**src/rtl/forwarding_scoreboard_if.sv**
```systemverilog
// Issue-side bundle between the ID stage and the forwarding/hazard scoreboard.
// The ID stage is the master; the scoreboard is the slave.
interface forwarding_scoreboard_if #(
    parameter int unsigned REG_W   = 5,
    parameter int unsigned NUM_SRC = 3,
    parameter int unsigned DEPTH   = 3,
    parameter int unsigned CNT_W   = 16,
    parameter int unsigned SEL_W   = $clog2(DEPTH + 1)
);
    logic                       has_forwarding;
    logic                       issue_valid;
    logic [REG_W-1:0]           issue_dest;
    logic                       issue_wb_en;
    logic                       issue_is_load;
    logic [NUM_SRC*REG_W-1:0]   src_addr;
    logic [NUM_SRC-1:0]         src_used;
    logic                       flush;
    logic                       stall;
    logic [NUM_SRC*SEL_W-1:0]   fwd_sel;
    logic                       cnt_clear;
    logic [CNT_W-1:0]           stall_count;

    modport master (
        output has_forwarding, issue_valid, issue_dest, issue_wb_en, issue_is_load,
        output src_addr, src_used, flush, cnt_clear,
        input  stall, fwd_sel, stall_count
    );

    modport slave (
        input  has_forwarding, issue_valid, issue_dest, issue_wb_en, issue_is_load,
        input  src_addr, src_used, flush, cnt_clear,
        output stall, fwd_sel, stall_count
    );
endinterface

```
**src/rtl/forwarding_scoreboard.sv**
```systemverilog
// Forwarding/hazard unit beside ID: a shift-register scoreboard of in-flight destinations
// drives per-operand forwarding selects, load-use stalls and a saturating stall counter.
module forwarding_scoreboard #(
    parameter int unsigned REG_W      = 5,
    parameter int unsigned NUM_SRC    = 3,
    parameter int unsigned DEPTH      = 3,
    parameter int unsigned LOAD_READY = 2,
    parameter int unsigned CNT_W      = 16
) (
    input logic                    clk,
    input logic                    rst,
    forwarding_scoreboard_if.slave bus
);
    localparam int unsigned SEL_W = $clog2(DEPTH + 1);

    typedef struct packed {
        logic             valid;
        logic [REG_W-1:0] dest;
        logic             is_load;
    } entry_t;

    // sb_q[0] is stage 1 (EXE), sb_q[DEPTH-1] is stage DEPTH (WB).
    entry_t                   sb_q [DEPTH];
    entry_t                   issue_entry;
    logic [DEPTH-1:0]         match [NUM_SRC];
    logic [NUM_SRC-1:0]       hazard;
    logic [NUM_SRC*SEL_W-1:0] sel;
    logic                     stall;
    logic [CNT_W-1:0]         cnt_q, cnt_d;

    always_comb begin : match_logic
        for (int unsigned i = 0; i < NUM_SRC; i++) begin
            for (int unsigned k = 0; k < DEPTH; k++) begin
                match[i][k] = bus.src_used[i] && sb_q[k].valid &&
                              (sb_q[k].dest == bus.src_addr[i*REG_W +: REG_W]);
            end
        end
    end

    always_comb begin : select_logic
        hazard = '0;
        sel    = '0;
        for (int unsigned i = 0; i < NUM_SRC; i++) begin
            if (bus.has_forwarding) begin
                // Walk oldest to youngest so the youngest producer is written last and wins.
                for (int k = int'(DEPTH) - 1; k >= 0; k--) begin
                    if (match[i][k]) begin
                        sel[i*SEL_W +: SEL_W] = SEL_W'(k + 1);
                        hazard[i]             = sb_q[k].is_load && ((k + 1) < int'(LOAD_READY));
                    end
                end
            end else begin
                // WB stage needs no stall: the register file writes before it is read.
                for (int unsigned k = 0; k + 1 < DEPTH; k++) begin
                    if (match[i][k]) begin
                        hazard[i] = 1'b1;
                    end
                end
            end
        end
    end

    assign stall = bus.issue_valid && !bus.flush && (|hazard);

    always_comb begin : issue_logic
        issue_entry = '0;
        if (bus.issue_valid && !stall && !bus.flush && bus.issue_wb_en &&
            (bus.issue_dest != '0)) begin
            issue_entry.valid   = 1'b1;
            issue_entry.dest    = bus.issue_dest;
            issue_entry.is_load = bus.issue_is_load;
        end
    end

    always_ff @(posedge clk or negedge rst) begin : sb_reg
        if (!rst) begin
            for (int unsigned k = 0; k < DEPTH; k++) begin
                sb_q[k] <= '0;
            end
        end else begin
            sb_q[0] <= issue_entry;
            for (int unsigned k = 1; k < DEPTH; k++) begin
                sb_q[k] <= sb_q[k-1];
            end
        end
    end

    always_comb begin : cnt_logic
        cnt_d = cnt_q;
        if (bus.cnt_clear) begin
            cnt_d = '0;
        end else if (stall && (cnt_q != '1)) begin
            cnt_d = cnt_q + 1'b1;
        end
    end

    always_ff @(posedge clk or negedge rst) begin : cnt_reg
        if (!rst) begin
            cnt_q <= '0;
        end else begin
            cnt_q <= cnt_d;
        end
    end

    assign bus.stall       = stall;
    assign bus.fwd_sel     = sel;
    assign bus.stall_count = cnt_q;
endmodule

```
**src/flat_wrapper.sv**
```systemverilog
// flat-port wrapper written by rule: the top's interface ports become plain ports
module forwarding_scoreboard_flat 
#(
    parameter int unsigned REG_W      = 5,
    parameter int unsigned NUM_SRC    = 3,
    parameter int unsigned DEPTH      = 3,
    parameter int unsigned LOAD_READY = 2,
    parameter int unsigned CNT_W      = 16
)
  (clk, rst, bus_has_forwarding, bus_issue_valid, bus_issue_dest, bus_issue_wb_en, bus_issue_is_load, bus_src_addr, bus_src_used, bus_flush, bus_cnt_clear, bus_stall, bus_fwd_sel, bus_stall_count);
  forwarding_scoreboard_if #(.REG_W(REG_W), .NUM_SRC(NUM_SRC), .DEPTH(DEPTH), .CNT_W(CNT_W), .SEL_W((2))) bus_i ();
  input logic clk;
  input logic rst;
  input wire logic [$bits(bus_i.has_forwarding)-1:0] bus_has_forwarding;
  input wire logic [$bits(bus_i.issue_valid)-1:0] bus_issue_valid;
  input wire logic [$bits(bus_i.issue_dest)-1:0] bus_issue_dest;
  input wire logic [$bits(bus_i.issue_wb_en)-1:0] bus_issue_wb_en;
  input wire logic [$bits(bus_i.issue_is_load)-1:0] bus_issue_is_load;
  input wire logic [$bits(bus_i.src_addr)-1:0] bus_src_addr;
  input wire logic [$bits(bus_i.src_used)-1:0] bus_src_used;
  input wire logic [$bits(bus_i.flush)-1:0] bus_flush;
  input wire logic [$bits(bus_i.cnt_clear)-1:0] bus_cnt_clear;
  output wire logic [$bits(bus_i.stall)-1:0] bus_stall;
  output wire logic [$bits(bus_i.fwd_sel)-1:0] bus_fwd_sel;
  output wire logic [$bits(bus_i.stall_count)-1:0] bus_stall_count;
  assign bus_i.has_forwarding = bus_has_forwarding;
  assign bus_i.issue_valid = bus_issue_valid;
  assign bus_i.issue_dest = bus_issue_dest;
  assign bus_i.issue_wb_en = bus_issue_wb_en;
  assign bus_i.issue_is_load = bus_issue_is_load;
  assign bus_i.src_addr = bus_src_addr;
  assign bus_i.src_used = bus_src_used;
  assign bus_i.flush = bus_flush;
  assign bus_i.cnt_clear = bus_cnt_clear;
  assign bus_stall = bus_i.stall;
  assign bus_fwd_sel = bus_i.fwd_sel;
  assign bus_stall_count = bus_i.stall_count;
  forwarding_scoreboard #(.REG_W(REG_W), .NUM_SRC(NUM_SRC), .DEPTH(DEPTH), .LOAD_READY(LOAD_READY), .CNT_W(CNT_W)) u_core (.clk(clk), .rst(rst), .bus(bus_i));
endmodule
```
**config.mk**
```make
export PLATFORM = sky130hd
export DESIGN_NAME = forwarding_scoreboard_flat
export DESIGN_NICKNAME = d
export VERILOG_FILES = /design/src/rtl/forwarding_scoreboard_if.sv /design/src/rtl/forwarding_scoreboard.sv /design/src/flat_wrapper.sv
export SDC_FILE = /design/constraint.sdc
export NUM_CORES = 1
export LEC_CHECK = 0
export ABC_CLOCK_PERIOD_IN_PS = 2700
export BUFFER_PORTS_ARGS = -buffer_cell sky130_fd_sc_hd__buf_2
export CAP_MARGIN = 30
export CELL_PAD_IN_SITES_DETAIL_PLACEMENT = 1
export CELL_PAD_IN_SITES_GLOBAL_PLACEMENT = 1
export CORE_ASPECT_RATIO = 2
export CORE_UTILIZATION = 40
export CTS_CLUSTER_DIAMETER = 120
export DETAILED_ROUTE_END_ITERATION = 8
export MAX_ROUTING_LAYER = met4
export PLACE_DENSITY_LB_ADDON = 0.1
export RECOVER_POWER = 100
export SYNTH_ARGS = -nofsm -noshare
export SYNTH_HDL_FRONTEND = slang
export SYNTH_SLANG_ARGS = --single-unit
```
**constraint.sdc**
```tcl
create_clock -name clk -period 2.7 [get_ports clk]
set_input_delay 0.405 -clock clk [delete_from_list [all_inputs] [get_ports clk]]
set_output_delay 0.405 -clock clk [all_outputs]
set_load 0.02 [all_outputs]
```
# Word-level counts from Yosys, hierarchy flattened
# Cells that the tools add are included.
# op_classes
addsub,1
eq_ne,10
mux,27
n_reduce_logical,30
# op_table
op,count
$eq A5 B5 Y1,9
$mux W16,2
$logic_and A1 B1 Y1,25
$mux W2,12
$add A16 B1 Y16 const B,1
$ne A16 B16 Y1 const B,1
$mux W1,12
$mux W7,1
$reduce_bool A5 Y1,1
$reduce_or A3 Y1,1
$logic_not A1 Y1,2
$reduce_bool A2 Y1,1
# word_totals
regBits,35
inputBits,31
elab_cells,76

# Depth between registers and ports, before layout
# Gate-level depths: netlist of run 1.
# depth
ltp_word,13
mapped_depth,9
mapped_depth_nobuf,7

# Worst setup path after synthesis of run 1
# OpenSTA, ideal clock, no wires.
# synth_path
kind,reg-to-reg
startpoint,reg u_core.cnt_q[3] (netlist: u_core.bus.stall_count[3])
endpoint,reg u_core.cnt_q[10] (netlist: u_core.bus.stall_count[10])
setup_time_ps,78
t_arrival_ps,2094
required_time_ps,2622
path_slack_ps,528
path_stages_with_launch,10
n_path_buf,2
synth_period_minus_slack_ps,2172
cell_sequence,dfrtp_1 and4_1 and3_1 clkbuf_1 and4_1 a31oi_1 o21ai_2 buf_6 or3_1 a21oi_1
# synth_via
elab_chain_len,3
word_cells_on_any_way,6
# synth_rtl
element,line_no,source
"start, declared",forwarding_scoreboard.sv:29,"logic [CNT_W-1:0] cnt_q, cnt_d;"
"start signal, assigned",forwarding_scoreboard.sv:101,cnt_q <= cnt_d;
$add A16 B1 Y16 or $ne A16 B16 Y1 (tied branches),"forwarding_scoreboard.sv:93, forwarding_scoreboard.sv:92",
$mux W16 or $logic_and A1 B1 Y1 (tied branches),forwarding_scoreboard.sv:92,end else if (stall && (cnt_q != '1)) begin
$mux W16 or $reduce_bool A2 Y1 (tied branches),-,
# Parallel ways exist; a longest one is shown, timed or not. The select of a mux whose other input is x is not followed.
# A chain may end at the register's enable or synchronous reset.

# Worst setup path after layout of run 1
# layout_path
startpoint,reg u_core.sb_q[9] (netlist name)
endpoint,out bus_stall
# layout_via
elab_chain_len,6
word_cells_on_any_way,14
# layout_rtl
element,line_no,source
"start, declared",forwarding_scoreboard.sv:23,entry_t sb_q [DEPTH];
"start signal, assigned by index",forwarding_scoreboard.sv:83,sb_q[k] <= sb_q[k-1];
$eq A5 B5 Y1,forwarding_scoreboard.sv:35,(sb_q[k].dest == bus.src_addr[i*REG_W +: REG_W]);
$logic_and A1 B1 Y1,forwarding_scoreboard.sv:34,match[i][k] = bus.src_used[i] && sb_q[k].valid &&
$mux W1,forwarding_scoreboard.sv:55,if (match[i][k]) begin
$mux W1,forwarding_scoreboard.sv:44,if (bus.has_forwarding) begin
$reduce_or A3 Y1 *,forwarding_scoreboard.sv:63,assign stall = bus.issue_valid && !bus.flush && (|hazard);
$logic_and A1 B1 Y1 *,forwarding_scoreboard.sv:63,
"end, declared",flat_wrapper.sv:23,output wire logic [$bits(bus_i.stall)-1:0] bus_stall;
# Every way passes the cells marked *; elsewhere a longest branch is shown, timed or not.

==> impl_metrics.ini, run 1 <==
[place]
placed_cells = 318
io_buffer_count = 53
gp_congestion = 0.8280
dp_hpwl_um = 4683

[sta]
final.period_utilization_pct = 94.41
hold_viol = 0
min_period_ps = 2549
fmax_mhz = 392.3
finalSetupViolations = 0
finalMaxSlewViolations = 36
fin_skew_ps = 9.528
setup_tns_ps = 0
timing.slew.headroom_pct = -24.51
worstMarginPinSlew_ps = 1868

[critical_path]
cp_num_buf_inv = 2
path_depth = 7
cp_cell_sequence = xor2_1 -> nor4_1 -> nand4_1 -> a31oi_4 -> o21ai_1 -> inv_1 -> buf_2
rr_startpoint = u_core.sb_q[9]$_DFF_PN0_
reg2reg_depth = 8
crit_path_end_kind = primary output
worstSetupStartpoint = u_core.sb_q[9]$_DFF_PN0_
start_kind = register
cpMaxStageDelayCell = dfrtp_1
crit_path_end = bus_stall
required_ps = 2300
rrSetupSlack_ps = 180
rr_endpoint = u_core.bus.stall_count[15]$_DFFE_PN0P_
critical-path-top-delay-family = simple AND/OR/NAND/NOR gates
cp_slowest_stage_delay_ps = 460
crit_type = register to primary output
critPathArrivalTime_ps = 2140
crit_path_max_fanout = 4

[status]
violations = max-capacitance violations, max-slew violations
status = complete, but fails checks

[pwr]
ir_drop_v = 0.0004114
p_per_area_nw_per_um2 = 449.9
p_total_mw = 1.151
p_leak_nw = 1.204

[finish]
stdcell_count = 331
fill_cells = 602
final_cell_mix = xor2_1 (37), buf_2 (36), dfrtp_1 (33)
drive_above_1_share_pct = 22.99
antennaDiodeCount = 0
final_common_cell = xor2_1
nNetsFinal = 305
area_delta_synth_final_pct = 25.46

[flow_run]
drv_cap = 1

[synthesis]
synth_area_per_cell_um2 = 9.852
synth_area_leader_cell = dfrtp_1
yosysSeqAreaShare_pct = 42.94
syn-num-nets = 239
ys_ff_latch = 35
syn_inst = 207
synth_area_um2 = 2039
ys_types = 34
yosys_warnings = 0
yosys-top-cells-area = dfrtp_1 (43%), xor2_1 (16%), a21oi_1 (4.9%)
netlist.area_leader.share_pct = 42.94

[global_routing]
antenna_found_initial = 0
grt_pass1_wl_um = 9356
grt_max_degree = 36
gr-total-overflow = 0
first_global_vias = 1944
grt_usage_pct = 25.78

[routing]
dr.first_iter.drc_count = 15
firstDrtPassIters = 4
routed_wl_um = 6285
vias = 1910
post_drt_wl_per_cell_um = 18.99
drtAntennaViolNets = 0
drc_errors = 0
viasPerCell = 5.770

[clock_network]
clock-sinks = 35
numCtsBuffers = 5
cts_max_path_buffers = 2
clkLatencyLatePin_ps = 290
clkTransAtPathRegs_ps = 70
cts_tree = yes
cts_root_buf = clkbuf_8
htree_levels = 2

[die]
ioPinCount = 54
die_w_um = 52.49
coreArea_um2 = 4865
start_util_pct = 41.92
die_area_um2 = 5405
die_y_um = 103.0
rows = 36

[min_path]
hold_depth = 2
hp-class = input port to register
==> how the worst min path moves through the flow <==
stage                               from                                    end  slack, ps
3_5_place_dp   u_core.sb_q[13]$_DFF_PN0_               u_core.sb_q[6]$_DFF_PN0_        430
5_1_grt                bus_issue_dest[2]              u_core.sb_q[17]$_DFF_PN0_        320
6_report               bus_issue_dest[0]              u_core.sb_q[15]$_DFF_PN0_        330
2_1_floorplan                        rst  u_core.bus.stall_count[0]$_DFFE_PN0P_        110
3_3_place_gp   u_core.sb_q[20]$_DFF_PN0_              u_core.sb_q[13]$_DFF_PN0_        420
4_1_cts                              rst               u_core.sb_q[4]$_DFF_PN0_        190
==> repair_timing <==
item | 4_1_cts | 5_1_grt
hold endpoints to repair | 0 | 0
setup buffers | 2 | 3
setup endpoints to repair | 1 | 9
pin swaps | 2 | 2
hold buffers | 0 | 0
gates cloned | 0 | 0
resized for setup | 1 | 7
==> area by class of cell <==
cell class / instances / area, µm² / share of cell area, %
multi-input combinational: 163 / 1154 / 45.09
sequential: 35 / 878.3 / 34.33
timing repair buffer: 64 / 322.8 / 12.62
clock buffer: 6 / 82.58 / 3.227
tap: 57 / 71.32 / 2.787
clock inverter: 2 / 35.03 / 1.369
inverter: 4 / 15.01 / 0.5868
==> synthesized netlist by cell type, drive strengths merged <==
cell	count
and4	2
ha	1
o2111ai	1
mux2i	1
xnor2	9
o21ai	13
a211oi	1
o211a	1
or4	4
o31ai	3
and2	5
a31oi	2
a21oi	20
or2b	2
inv	4
xor2	37
or3	10
nand2	9
nor2b	1
and3	5
nand4	12
nor2	2
nand3	8
nor4	9
o21a	3
clkbuf	2
or2	1
dfrtp	35
nand2b	1
buf	3
==> cells by family after synthesis <==
family / Yosys count / synth area share, %
multiplexers: 1 / 0.4908
flip-flops: 35 / 42.94
AO/OA/AOI/OAI: 44 / 13.01
adder cells (fa/ha/maj): 1 / 0.6134
AND/OR/NAND/NOR: 71 / 20.80
buffers and inverters: 9 / 2.392
XOR/XNOR: 46 / 19.75
==> routing by layer <==
metal	global-route usage (%)	part of all wire (%)	vias up	routed length [µm]
met3	3.835	2.3	17	143
met4	12.35	3.4	0	216
met1	22.40	34	960	2118
li1	-	-	883	-
met2	50.24	61	50	3806
met5	-	0	-	0
==> power by group <==
part / internal, mW / total (mW) / switching [mW] / leakage [nW]
registers: 0.532 / 0.544 / 0.0121 / 0.480
clock network: 0.299 / 0.489 / 0.190 / 0.0612
logic: 0.0484 / 0.118 / 0.0695 / 0.662
==> registers in the layout, indices dropped and copies added, names as in the netlist <==
| name | cells |
|---|---|
| u_core.bus.stall_count | 16 |
| u_core.sb_q | 19 |
==> per-stage QoR <==
step / setup WS [ps] / instance area, µm² / hold slack (ps) / utilization (%)
global route: -7.614 / 2559 / 324.1 / 52.60
detailed placement: 92.24 / 2387 / 432.6 / 49.07
floorplan: 528.0 / 2039 / 109.4 / -
finish: 150.9 / 2559 / 328.8 / 52.60
CTS: 26.17 / 2529 / 195.0 / 51.98
global placement: 192.1 / 2387 / 420.6 / 49.07
Note: power is estimated with default switching activity, not from simulation.
==> run 2, diff against run 1 <==
==> constraint.sdc (replaced) <==
create_clock -name clk -period 2.7 [get_ports clk]
set_input_delay 0.54 -clock clk [delete_from_list [all_inputs] [get_ports clk]]
set_output_delay 0.54 -clock clk [all_outputs]
set_load 0.02 [all_outputs]
==> run 2 against run 1 <==
The run still ends with max-capacitance violations, max-slew violations left. Worst setup slack got worse by 41 ps. Clock power shrank 3%. Via count decreased by 1.9%. Register-to-register slack improved by 20 ps. Final area about the same. Critical path type unchanged.
==> impl_metrics.ini, run 2 (synthesis results as in run 1) <==
[global_routing]
grt_usage_pct = 24.33
antenna_found_initial = 0
grt_max_degree = 36
grt_pass1_wl_um = 9080
gr-total-overflow = 0
first_global_vias = 1927

[sta]
finalMaxSlewViolations = 36
timing.slew.headroom_pct = -27.77
finalSetupViolations = 0
worstMarginPinSlew_ps = 1917
hold_viol = 0
setup_tns_ps = 0
rsz0062_at_grt = false
fin_ws_ps = 110.0
hold_ws_ps = 428.0
min_period_ps = 2590
fin_skew_ps = 6.906
fmax_mhz = 386.1
final.period_utilization_pct = 95.93

[routing]
drc_errors = 0
routed_wl_um = 5677
viasPerCell = 5.577
firstDrtPassIters = 4
drtAntennaViolNets = 0
post_drt_wl_per_cell_um = 16.90
dr.first_iter.drc_count = 23
vias = 1874

[finish]
post-route-util_pct = 52.65
registers.top_by_ff_count = u_core.sb_q
stdcell_count = 336
drive_above_1_share_pct = 22.94
final_cell_mix = xor2_1 (37), dfrtp_1 (35), buf_2 (34)
fin_area_um2 = 2561
largest_reg_flops = 19
antennaDiodeCount = 0
fill_cells = 593
area_delta_synth_final_pct = 25.58
nNetsFinal = 310
final_common_cell = xor2_1

[pwr]
ir_drop_v = 0.0003464
p_switching_uw = 276.7
p_clk_share_pct = 41.9
seq_power_share_pct = 47.9
p_per_area_nw_per_um2 = 442.0
p_total_mw = 1.132
p_comb_share_pct = 10.2
intPower_uw = 855.4
p_leak_nw = 1.222
p_sw_share_pct = 24.44

[flow_run]
drv_cap = 1

[status]
status = complete, but fails checks
violations = max-capacitance violations, max-slew violations

[place]
pre_cts_ws_ps = -35.91
io_buffer_count = 53
dp_hpwl_um = 4594
gp_congestion = 0.8382
place_area_um2 = 2440
placed_cells = 325

[critical_path]
crit_type = register to primary output
start_kind = register
crit_path_end_kind = primary output
required_ps = 2160
crit_path_max_fanout = 4
critPathArrivalTime_ps = 2050

[die]
ioPinCount = 54
coreArea_um2 = 4865
rows = 36
die_y_um = 103.0
start_util_pct = 41.92
die_w_um = 52.49
die_area_um2 = 5405

[clock_network]
cts_root_buf = clkbuf_8
cts_max_path_buffers = 2
clock-sinks = 35
cts_tree = yes
htree_levels = 2
numCtsBuffers = 5
clkLatencyLatePin_ps = 290
clkTransAtPathRegs_ps = 70

[min_path]
hp-class = register to register
-- run 2: changes by cell type in the layout (fill, tap and decap cells not counted), moves of 2 or more --
cell,previous run,this run
buf_4,10,15
buf_2,36,34
dfrtp_1,33,35
dfrtp_2,2,0
nor4_1,6,8
nor4_2,3,1
-- run 2: layer usage --
| metal | wire length, µm | track usage (%) |
|---|---|---|
| met2 | 3317 | 45.18 |
| met1 | 1965 | 22.83 |
| met4 | 236 | 13.56 |
| met5 | 0 | - |
| met3 | 158 | 2.950 |
-- run 2: layout make-up --
| class | instances | area, µm² | share of cell area (%) |
|---|---|---|---|
| Tap cell | 57 | 71.32 | 2.785 |
| Clock buffer | 5 | 68.82 | 2.687 |
| Sequential cell | 35 | 875.8 | 34.20 |
| Timing Repair Buffer | 69 | 361.6 | 14.12 |
| Multi-Input combinational cell | 163 | 1125 | 43.92 |
| Inverter | 4 | 15.01 | 0.5862 |
| Clock inverter | 3 | 43.79 | 1.710 |
-- run 2: power by group through the flow --
stage                     clock network (mW)  registers [mW]  logic [mW]
after floorplan                            0           0.550      0.0489
after global placement                     0           0.553       0.113
after detailed placement                   0           0.553       0.114
after CTS                              0.495           0.543       0.116
after global routing                   0.512           0.543       0.129
final                                  0.475           0.542       0.115
-- run 2: critical path, stage by stage (launching register included) --
cell	delay, ps
dfrtp_1	440
xor2_1	170
nor4_1	400
nand4_1	200
a31oi_2	260
o21ai_2	100
inv_1	60
buf_4	130
-- run 2: final timing paths --
check / from / slack (ps) / cells after the start / endpoint
max: u_core.sb_q[11]$_DFF_PN0_ / 110 / 7 / bus_stall
min: u_core.sb_q[13]$_DFF_PN0_ / 430 / 0 / u_core.sb_q[6]$_DFF_PN0_
max reg2reg: u_core.sb_q[11]$_DFF_PN0_ / 200 / 8 / u_core.bus.stall_count[7]$_DFFE_PN0P_
max in group asynchronous: rst / 820 / 1 / u_core.sb_q[13]$_DFF_PN0_
min in group asynchronous: rst / 770 / 1 / u_core.sb_q[4]$_DFF_PN0_
min reg2reg: u_core.sb_q[13]$_DFF_PN0_ / 430 / 0 / u_core.sb_q[6]$_DFF_PN0_
-- run 2: what timing repair did --
item,4_1_cts,5_1_grt
buffers inserted,0,3
setup endpoints to repair,1,4
resized for setup,2,4
hold endpoints to repair,0,0
hold buffers,0,0
pin swaps,0,4
gates cloned,0,0
